**src/rtl/uart_phy_pkg.sv**
```systemverilog
`default_nettype none
// ============================================================================
// Module      : uart_phy_pkg
// Description : Shared types and constants for the UART datapath.
//               rx_entry_t is the tagged word stored by the receive FIFO.
// Revision    : 1.0 - initial release
// ============================================================================
package uart_phy_pkg;

   localparam int UART_DATA_WIDTH = 8;

   typedef struct packed {
      logic                       parity_error;
      logic                       frame_error;
      logic [UART_DATA_WIDTH-1:0] data;
   } rx_entry_t;

   localparam int RX_ENTRY_WIDTH = $bits(rx_entry_t);

   // Increment that sticks at all-ones instead of wrapping.
   function automatic logic [7:0] sat_inc8(input logic [7:0] v);
      return (v == 8'hFF) ? v : v + 8'd1;
   endfunction

endpackage
`default_nettype wire

```
**src/rtl/sync_fifo.sv**
```systemverilog
`default_nettype none
// ============================================================================
// Module      : sync_fifo
// Description : Generic single-clock circular FIFO, first-word-fall-through.
//               A push is accepted while not full, or while full if a pop
//               happens in the same cycle. A pop while empty is ignored.
//               flush clears the pointers and overrides push and pop.
// Ports       : clock, reset (async, active-low), flush, push, pop,
//               wr_data  - word written on an accepted push
//               rd_data  - head word while non-empty, last popped word otherwise
//               empty, full, count (occupancy 0..DEPTH)
// Revision    : 1.0 - initial release
// ============================================================================
module sync_fifo #(
   parameter  int DEPTH = 8,
   parameter  int WIDTH = 8,
   localparam int PTR_W = $clog2(DEPTH) + 1
) (
   input  logic             clock,
   input  logic             reset,
   input  logic             flush,
   input  logic             push,
   input  logic             pop,
   input  logic [WIDTH-1:0] wr_data,
   output logic [WIDTH-1:0] rd_data,
   output logic             empty,
   output logic             full,
   output logic [PTR_W-1:0] count
);

   localparam int ADDR_W = $clog2(DEPTH);

   logic [PTR_W-1:0] wr_ptr_q, wr_ptr_d;
   logic [PTR_W-1:0] rd_ptr_q, rd_ptr_d;
   logic [WIDTH-1:0] last_q, last_d;
   logic [WIDTH-1:0] mem_q [DEPTH];
   logic [ADDR_W-1:0] wr_addr, rd_addr;
   logic             do_push, do_pop;

   assign wr_addr = wr_ptr_q[ADDR_W-1:0];
   assign rd_addr = rd_ptr_q[ADDR_W-1:0];

   // The extra pointer MSB distinguishes full from empty when addresses match.
   assign empty = (wr_ptr_q == rd_ptr_q);
   assign full  = (wr_ptr_q[PTR_W-1] != rd_ptr_q[PTR_W-1]) && (wr_addr == rd_addr);
   assign count = wr_ptr_q - rd_ptr_q;

   // Popping a full FIFO frees the slot the simultaneous push lands in.
   assign do_pop  = pop  & ~empty & ~flush;
   assign do_push = push & (~full | do_pop) & ~flush;

   // When empty the read port keeps showing the most recently popped word.
   assign rd_data = empty ? last_q : mem_q[rd_addr];

   always_comb begin
      wr_ptr_d = wr_ptr_q;
      rd_ptr_d = rd_ptr_q;
      last_d   = last_q;
      if (flush) begin
         wr_ptr_d = '0;
         rd_ptr_d = '0;
      end else begin
         if (do_push) wr_ptr_d = wr_ptr_q + 1'b1;
         if (do_pop) begin
            rd_ptr_d = rd_ptr_q + 1'b1;
            last_d   = mem_q[rd_addr];
         end
      end
   end

   always_ff @(posedge clock or negedge reset) begin
      if (!reset) begin
         wr_ptr_q <= '0;
         rd_ptr_q <= '0;
         last_q   <= '0;
      end else begin
         wr_ptr_q <= wr_ptr_d;
         rd_ptr_q <= rd_ptr_d;
         last_q   <= last_d;
      end
   end

   // Storage needs no reset: a slot is only read after it has been written.
   always_ff @(posedge clock) begin
      if (do_push) mem_q[wr_addr] <= wr_data;
   end

endmodule
`default_nettype wire

```
**src/rtl/uart_rx_fifo.sv**
```systemverilog
`default_nettype none
// ============================================================================
// Module      : uart_rx_fifo
// Description : Receive buffer behind uart_rx. Turns the rising edge of the
//               receiver's level-held status into one tagged FIFO push,
//               optionally discards errored frames, and tracks overrun,
//               dropped-frame count and a watermark for the register block.
// Ports       : clock, reset (async, active-low)
//               rx_data/rx_data_valid/rx_parity_error/rx_frame_error - uart_rx
//               flush - synchronous clear; rd_en - pop head entry
//               threshold - watermark level (watermark = count > threshold)
//               rd_data/rd_parity_error/rd_frame_error - FWFT head entry
//               empty, full, count, watermark, overrun (sticky), drop_count
// Revision    : 1.0 - initial release
// ============================================================================
module uart_rx_fifo
   import uart_phy_pkg::*;
#(
   parameter  int DEPTH        = 8,
   parameter  int STORE_ERRORS = 1,
   localparam int CNT_W        = $clog2(DEPTH + 1)
) (
   input  logic             clock,
   input  logic             reset,
   input  logic [7:0]       rx_data,
   input  logic             rx_data_valid,
   input  logic             rx_parity_error,
   input  logic             rx_frame_error,
   input  logic             flush,
   input  logic             rd_en,
   input  logic [CNT_W-1:0] threshold,
   output logic [7:0]       rd_data,
   output logic             rd_parity_error,
   output logic             rd_frame_error,
   output logic             empty,
   output logic             full,
   output logic [CNT_W-1:0] count,
   output logic             watermark,
   output logic             overrun,
   output logic [7:0]       drop_count
);

   logic       done_q, done_d;
   logic       overrun_q, overrun_d;
   logic [7:0] drop_count_q, drop_count_d;

   logic       done, push_edge, frame_err, filtered;
   logic       push_req, lost, drop_evt;
   rx_entry_t  wr_entry, rd_entry;

   always_comb begin
      // uart_rx clears all three status levels in its Start state, so each
      // reception produces exactly one rising edge of done.
      done      = rx_data_valid | rx_parity_error | rx_frame_error;
      push_edge = done & ~done_q;
      frame_err = rx_parity_error | rx_frame_error;
      filtered  = (STORE_ERRORS == 0) && frame_err;

      push_req  = push_edge & ~flush & ~filtered;
      // A pop in the same cycle makes room, so only an unpopped full FIFO loses data.
      lost      = push_req & full & ~rd_en;
      drop_evt  = (push_edge & ~flush & filtered) | lost;

      done_d    = done;
      overrun_d = flush ? 1'b0 : (overrun_q | lost);
      if (flush)         drop_count_d = '0;
      else if (drop_evt) drop_count_d = sat_inc8(drop_count_q);
      else               drop_count_d = drop_count_q;

      wr_entry.parity_error = rx_parity_error;
      wr_entry.frame_error  = rx_frame_error;
      wr_entry.data         = rx_data;
   end

   always_ff @(posedge clock or negedge reset) begin
      if (!reset) begin
         done_q       <= 1'b0;
         overrun_q    <= 1'b0;
         drop_count_q <= '0;
      end else begin
         done_q       <= done_d;
         overrun_q    <= overrun_d;
         drop_count_q <= drop_count_d;
      end
   end

   sync_fifo #(
      .DEPTH (DEPTH),
      .WIDTH (RX_ENTRY_WIDTH)
   ) u_fifo (
      .clock   (clock),
      .reset   (reset),
      .flush   (flush),
      .push    (push_req),
      .pop     (rd_en),
      .wr_data (wr_entry),
      .rd_data (rd_entry),
      .empty   (empty),
      .full    (full),
      .count   (count)
   );

   assign rd_data         = rd_entry.data;
   assign rd_parity_error = rd_entry.parity_error;
   assign rd_frame_error  = rd_entry.frame_error;
   // count never exceeds DEPTH, so threshold >= DEPTH holds this low.
   assign watermark       = (count > threshold);
   assign overrun         = overrun_q;
   assign drop_count      = drop_count_q;

endmodule
`default_nettype wire

```
**config.mk**
```make
export PLATFORM = sky130hd
export DESIGN_NAME = uart_rx_fifo
export DESIGN_NICKNAME = d
export VERILOG_FILES = /design/src/rtl/uart_phy_pkg.sv /design/src/rtl/sync_fifo.sv /design/src/rtl/uart_rx_fifo.sv
export SDC_FILE = /design/constraint.sdc
export NUM_CORES = 1
export LEC_CHECK = 0
export ABC_CLOCK_PERIOD_IN_PS = 4100
export CORE_ASPECT_RATIO = 0.6
export CORE_MARGIN = 2
export CORE_UTILIZATION = 50
export CTS_CLUSTER_SIZE = 20
export DETAILED_ROUTE_END_ITERATION = 12
export PLACE_DENSITY = 0.71
export RECOVER_POWER = 100
export SETUP_SLACK_MARGIN = 0.3
export SYNTH_ARGS = -nofsm -noshare
export SYNTH_HDL_FRONTEND = slang
export SYNTH_SLANG_ARGS = --single-unit
```
**constraint.sdc**
```tcl
create_clock -name clock -period 4.1 [get_ports clock]
set_clock_uncertainty 0.1 [all_clocks]
set_input_delay 0.615 -clock clock [delete_from_list [all_inputs] [get_ports clock]]
set_output_delay 0.615 -clock clock [all_outputs]
set_load 0.03 [all_outputs]
```
==> results.txt <==
----------------------------------------------------
[Outcome]
  Status ... finished with violations
  Violations in the final reports ... capacitance limit, slew limit

[Clock network]
  Number of buffers created by CTS ... 9
  Insertion delay of the later-clocked pin in the worst-skew pair ... 0.34 ns
  Clk slew on worst S/H paths ... 0.07 ns
  TritonCTS clock tree ... yes
  CTS root buffer ... sky130_fd_sc_hd__clkbuf_16
  Max clock buf depth ... 2
  Count of H-tree levels built during CTS ... 3
  Clock sink count ... 108

[Pwr]
  Max VDD drop ... 0.228 mV
  PD cells ... 463 mW/mm^2
  LEAKAGE ... 1.98 nW

[Yosys]
  Main flop type after synthesis ... sky130_fd_sc_hd__edfxtp_1
  Yosys top cell area share ... 51.1%
  Count of flip-flops with a built-in enable after synthesis ... 80
  Gate count of the mapped netlist ... 313
  Mean instance size in the synthesized netlist ... 15.0 sq um
  Net count after synthesis ... 343
  Synthesis warning total ... 0
  Synth top area cells ... sky130_fd_sc_hd__edfxtp_1, sky130_fd_sc_hd__dfrtp_1, sky130_fd_sc_hd__mux4_2
  Post-synthesis async set-or-reset flop share ... 25.9%
  Distinct cell type count of the synthesized netlist ... 39
  Cell with the most instances after synthesis ... sky130_fd_sc_hd__edfxtp_1
  Post-Synthesis Cell Area ... 0.00470 sq mm
  Sequential element share of the synthesized area ... 66.0%
  Seq cells post-synth ... 108
  Most frequent cells after synthesis ... sky130_fd_sc_hd__edfxtp_1, sky130_fd_sc_hd__dfrtp_1, sky130_fd_sc_hd__nor2_1, sky130_fd_sc_hd__mux4_2, sky130_fd_sc_hd__nand2_1
  Top cell type by total area after synthesis ... sky130_fd_sc_hd__edfxtp_1

[Routing]
  Routed Antenna Nets ... 0
  Met1 routed wirelength after detailed routing ... 4.43 mm
  Wirelength per Cell ... 18.0 microns
  Routed wl met3 ... 568 microns
  Final routed wirelength across all metal layers ... 9.02 mm
  Vias per cell ... 5.42
  Iteration-0 DRC Markers ... 211
  First-pass iteration count of the detailed router ... 4
  Via count ... 2716
  Highest routing layer actually used ... met4
  Met2 layer wire length in the routed design ... 3.97 mm
  DRC violations left ... 0

[Placement]
  Dpl hpwl ... 6.10 mm
  Cell area after placement ... 0.00532 sq mm
  Port buffer count ... 44
  GP Congestion ... 0.804

[Finish]
  Fill cells ... 711
  Total inserted antenna cells ... 0
  Area growth from synthesis to layout ... 17.4%
  Final Core Density ... 60.3%
  Final Instance Area ... 0.00552 sq mm
  Total number of nets in the final design ... 396
  Share of layout cells above drive strength 1 ... 11.1%

[Timing]
  Worst Hold Margin ... 0.383 ns
  Final setup TNS ... 0 ns
  Total count of max-transition violations in the final report ... 29
  Timing-limited maximum frequency ... 280 MHz
  Period minus WS final ... 3.57 ns
  Transition time of the tightest slew-check pin ... 1.59 ns
  Setup repair after global routing missed its margin ... no
  Max_slew headroom ... -5.74%
  Final setup vio count ... 0
  Share of the clock period used by the worst path after layout ... 87.2%
  Final number of hold-violating endpoints ... 0

[Worst setup path]
  Reg2reg path depth ... 6
  Max FO, Critical Path ... 22
  Worst setup path endpoint ... empty
  Depth of the critical timing path with buffers and inverters included ... 5
  Worst setup path category ... reg -> out
  Worst flop-to-flop path startpoint ... u_fifo.wr_ptr_q[2]
  Slowest stage cell on the critical path ... sky130_fd_sc_hd__dlygate4sd3_1
  List of cells traversed by the critical path ... ha_1 -> nand3_1 -> or2_1 -> inv_1 -> dlygate4sd3_1
  Arrival time at the worst endpoint ... 2.86 ns
  Data required time at the worst endpoint ... 3.38 ns
  Type of element launching the critical path ... flop
  Minimum setup slack among reg-to-reg paths ... 1.04 ns
  Critical Path Sink Type ... output pin
  Cell family with the largest share of critical-path delay ... buffers and inverters
  Reg-to-Reg End ... u_fifo.mem_q[2][2]
  Sum of buffers and inverters on the critical path ... 2
  CP max stage delay ... 0.75 ns
  Worst Setup SP ... u_fifo.wr_ptr_q[2]

[Floorplan]
  Horizontal die dimension ... 129 microns
  IO Count ... 45
  Die outline area ... 0.0102 sq mm
  Site Rows ... 27
  Starting utilization of the core area ... 51.4%
  Core footprint ... 0.00916 sq mm
  Die Ht ... 79.1 microns

[Global route]
  Overall track demand over capacity in global routing ... 19.4%
  Wire length of the first global-routing pass ... 14.4 mm
  Grt ovf ... 0
  Maximum number of pins on one net before global-route repair ... 29
  Initial antenna violation count ... 0
  Vias in the first global route ... 2605

[Worst hold path]
  Worst min-delay path class ... reg -> reg

[Job]
  Max Cap Viol ... 1

----------------------------------------------------
## worst min path at each step
stage                     start                to  slack, ns  depth (start not counted)
3_5_place_dp   u_fifo.last_q[4]  u_fifo.last_q[4]       0.37                          2
2_1_floorplan             reset            done_q       0.22                          0
3_3_place_gp   u_fifo.last_q[8]  u_fifo.last_q[8]       0.36                          2
5_1_grt        u_fifo.last_q[6]  u_fifo.last_q[6]       0.42                          2
6_report       u_fifo.last_q[4]  u_fifo.last_q[4]       0.38                          2
4_1_cts        u_fifo.last_q[8]  u_fifo.last_q[8]       0.39                          2
## sequential cells by signal (all words and copies together), names as in the netlist
signal,flops
u_fifo.mem_q,80
u_fifo.last_q,10
drop_count,8
u_fifo.rd_ptr_q,4
u_fifo.wr_ptr_q,4
done_q,1
overrun,1
## cell families (layout without fill, tap and decap cells)
family	Yosys count	after routing	synth area share, %
DFF	108	108	66.0
muxes	37	37	13.3
adders and majority gates	11	11	3.09
buffers and inverters	28	86	2.45
and+or+nand+nor	83	83	9.02
AOI/OAI and AO/OA	39	39	4.87
xor gates and xnor gates	7	7	1.30
## timing repair
action	in CTS	in global routing
gates resized for setup	0	2
buffers inserted	0	0
setup endpoints to repair	0	2
hold buffers	0	0
## where the power goes
part           switching, W  internal [W]
combinational      0.000302      0.000130
sequential        0.0000258       0.00123
clock              0.000388      0.000483
## cells in the final DEF (no fill, tap or decap), types with 2 or more instances in the layout
master	instances
sky130_fd_sc_hd__buf_4	4
sky130_fd_sc_hd__clkbuf_1	20
sky130_fd_sc_hd__nor2_1	26
sky130_fd_sc_hd__mux2_1	3
sky130_fd_sc_hd__nor3_1	5
sky130_fd_sc_hd__inv_6	2
sky130_fd_sc_hd__o21a_1	3
sky130_fd_sc_hd__edfxtp_1	80
sky130_fd_sc_hd__mux2i_1	12
sky130_fd_sc_hd__nand2_1	18
sky130_fd_sc_hd__dfrtp_1	28
sky130_fd_sc_hd__o21ai_0	13
sky130_fd_sc_hd__nor4_1	5
sky130_fd_sc_hd__clkdlybuf4s50_1	7
sky130_fd_sc_hd__nand3_1	9
sky130_fd_sc_hd__inv_1	13
sky130_fd_sc_hd__xnor2_1	3
sky130_fd_sc_hd__mux4_2	20
sky130_fd_sc_hd__nor2b_1	7
sky130_fd_sc_hd__dlygate4sd3_1	26
sky130_fd_sc_hd__o31ai_1	2
sky130_fd_sc_hd__and3_1	3
sky130_fd_sc_hd__clkbuf_16	9
sky130_fd_sc_hd__xor2_1	4
sky130_fd_sc_hd__clkinv_4	2
sky130_fd_sc_hd__nand2b_1	2
sky130_fd_sc_hd__o211ai_1	3
sky130_fd_sc_hd__and4_1	2
sky130_fd_sc_hd__o41ai_1	2
sky130_fd_sc_hd__or3_1	2
sky130_fd_sc_hd__ha_1	10
sky130_fd_sc_hd__a21oi_1	14
sky130_fd_sc_hd__mux2_2	2
## per-stage QoR
step / power, W / instances / setup slack [ns]
floorplan: 0.00158 / 313 / 0.565
global placement: 0.00175 / 485 / 0.755
detailed placement: 0.00177 / 485 / 0.688
CTS: 0.00264 / 501 / 0.306
global route: 0.00267 / 501 / 0.319
finish: 0.00256 / 501 / 0.527
## metal layers
layer / track usage [%] / vias up
li1: - / 1294
met1: 30.1 / 1354
met2: 27.5 / 64
met3: 4.72 / 4
met4: 5.22 / 0
met5: 0 / -
## tightest hold or removal path, cell delays in order, from the launching register on
cell and delay, ns:
sky130_fd_sc_hd__dfrtp_1 0.34, sky130_fd_sc_hd__nand2_1 0.04, sky130_fd_sc_hd__o21ai_0 0.06
## cell type report
class | instances | area [sq um] | share of cell area [%]
inverters | 13 | 48.8 | 0.884
clock inverters | 7 | 85.1 | 1.54
multi-input cells | 177 | 1460 | 26.5
well taps | 130 | 163 | 2.95
flip-flops and latches | 108 | 3100 | 56.2
repair buffers | 57 | 435 | 7.88
clock buffers | 9 | 225 | 4.08
No activity file was read; power rests on OpenSTA's default activity.
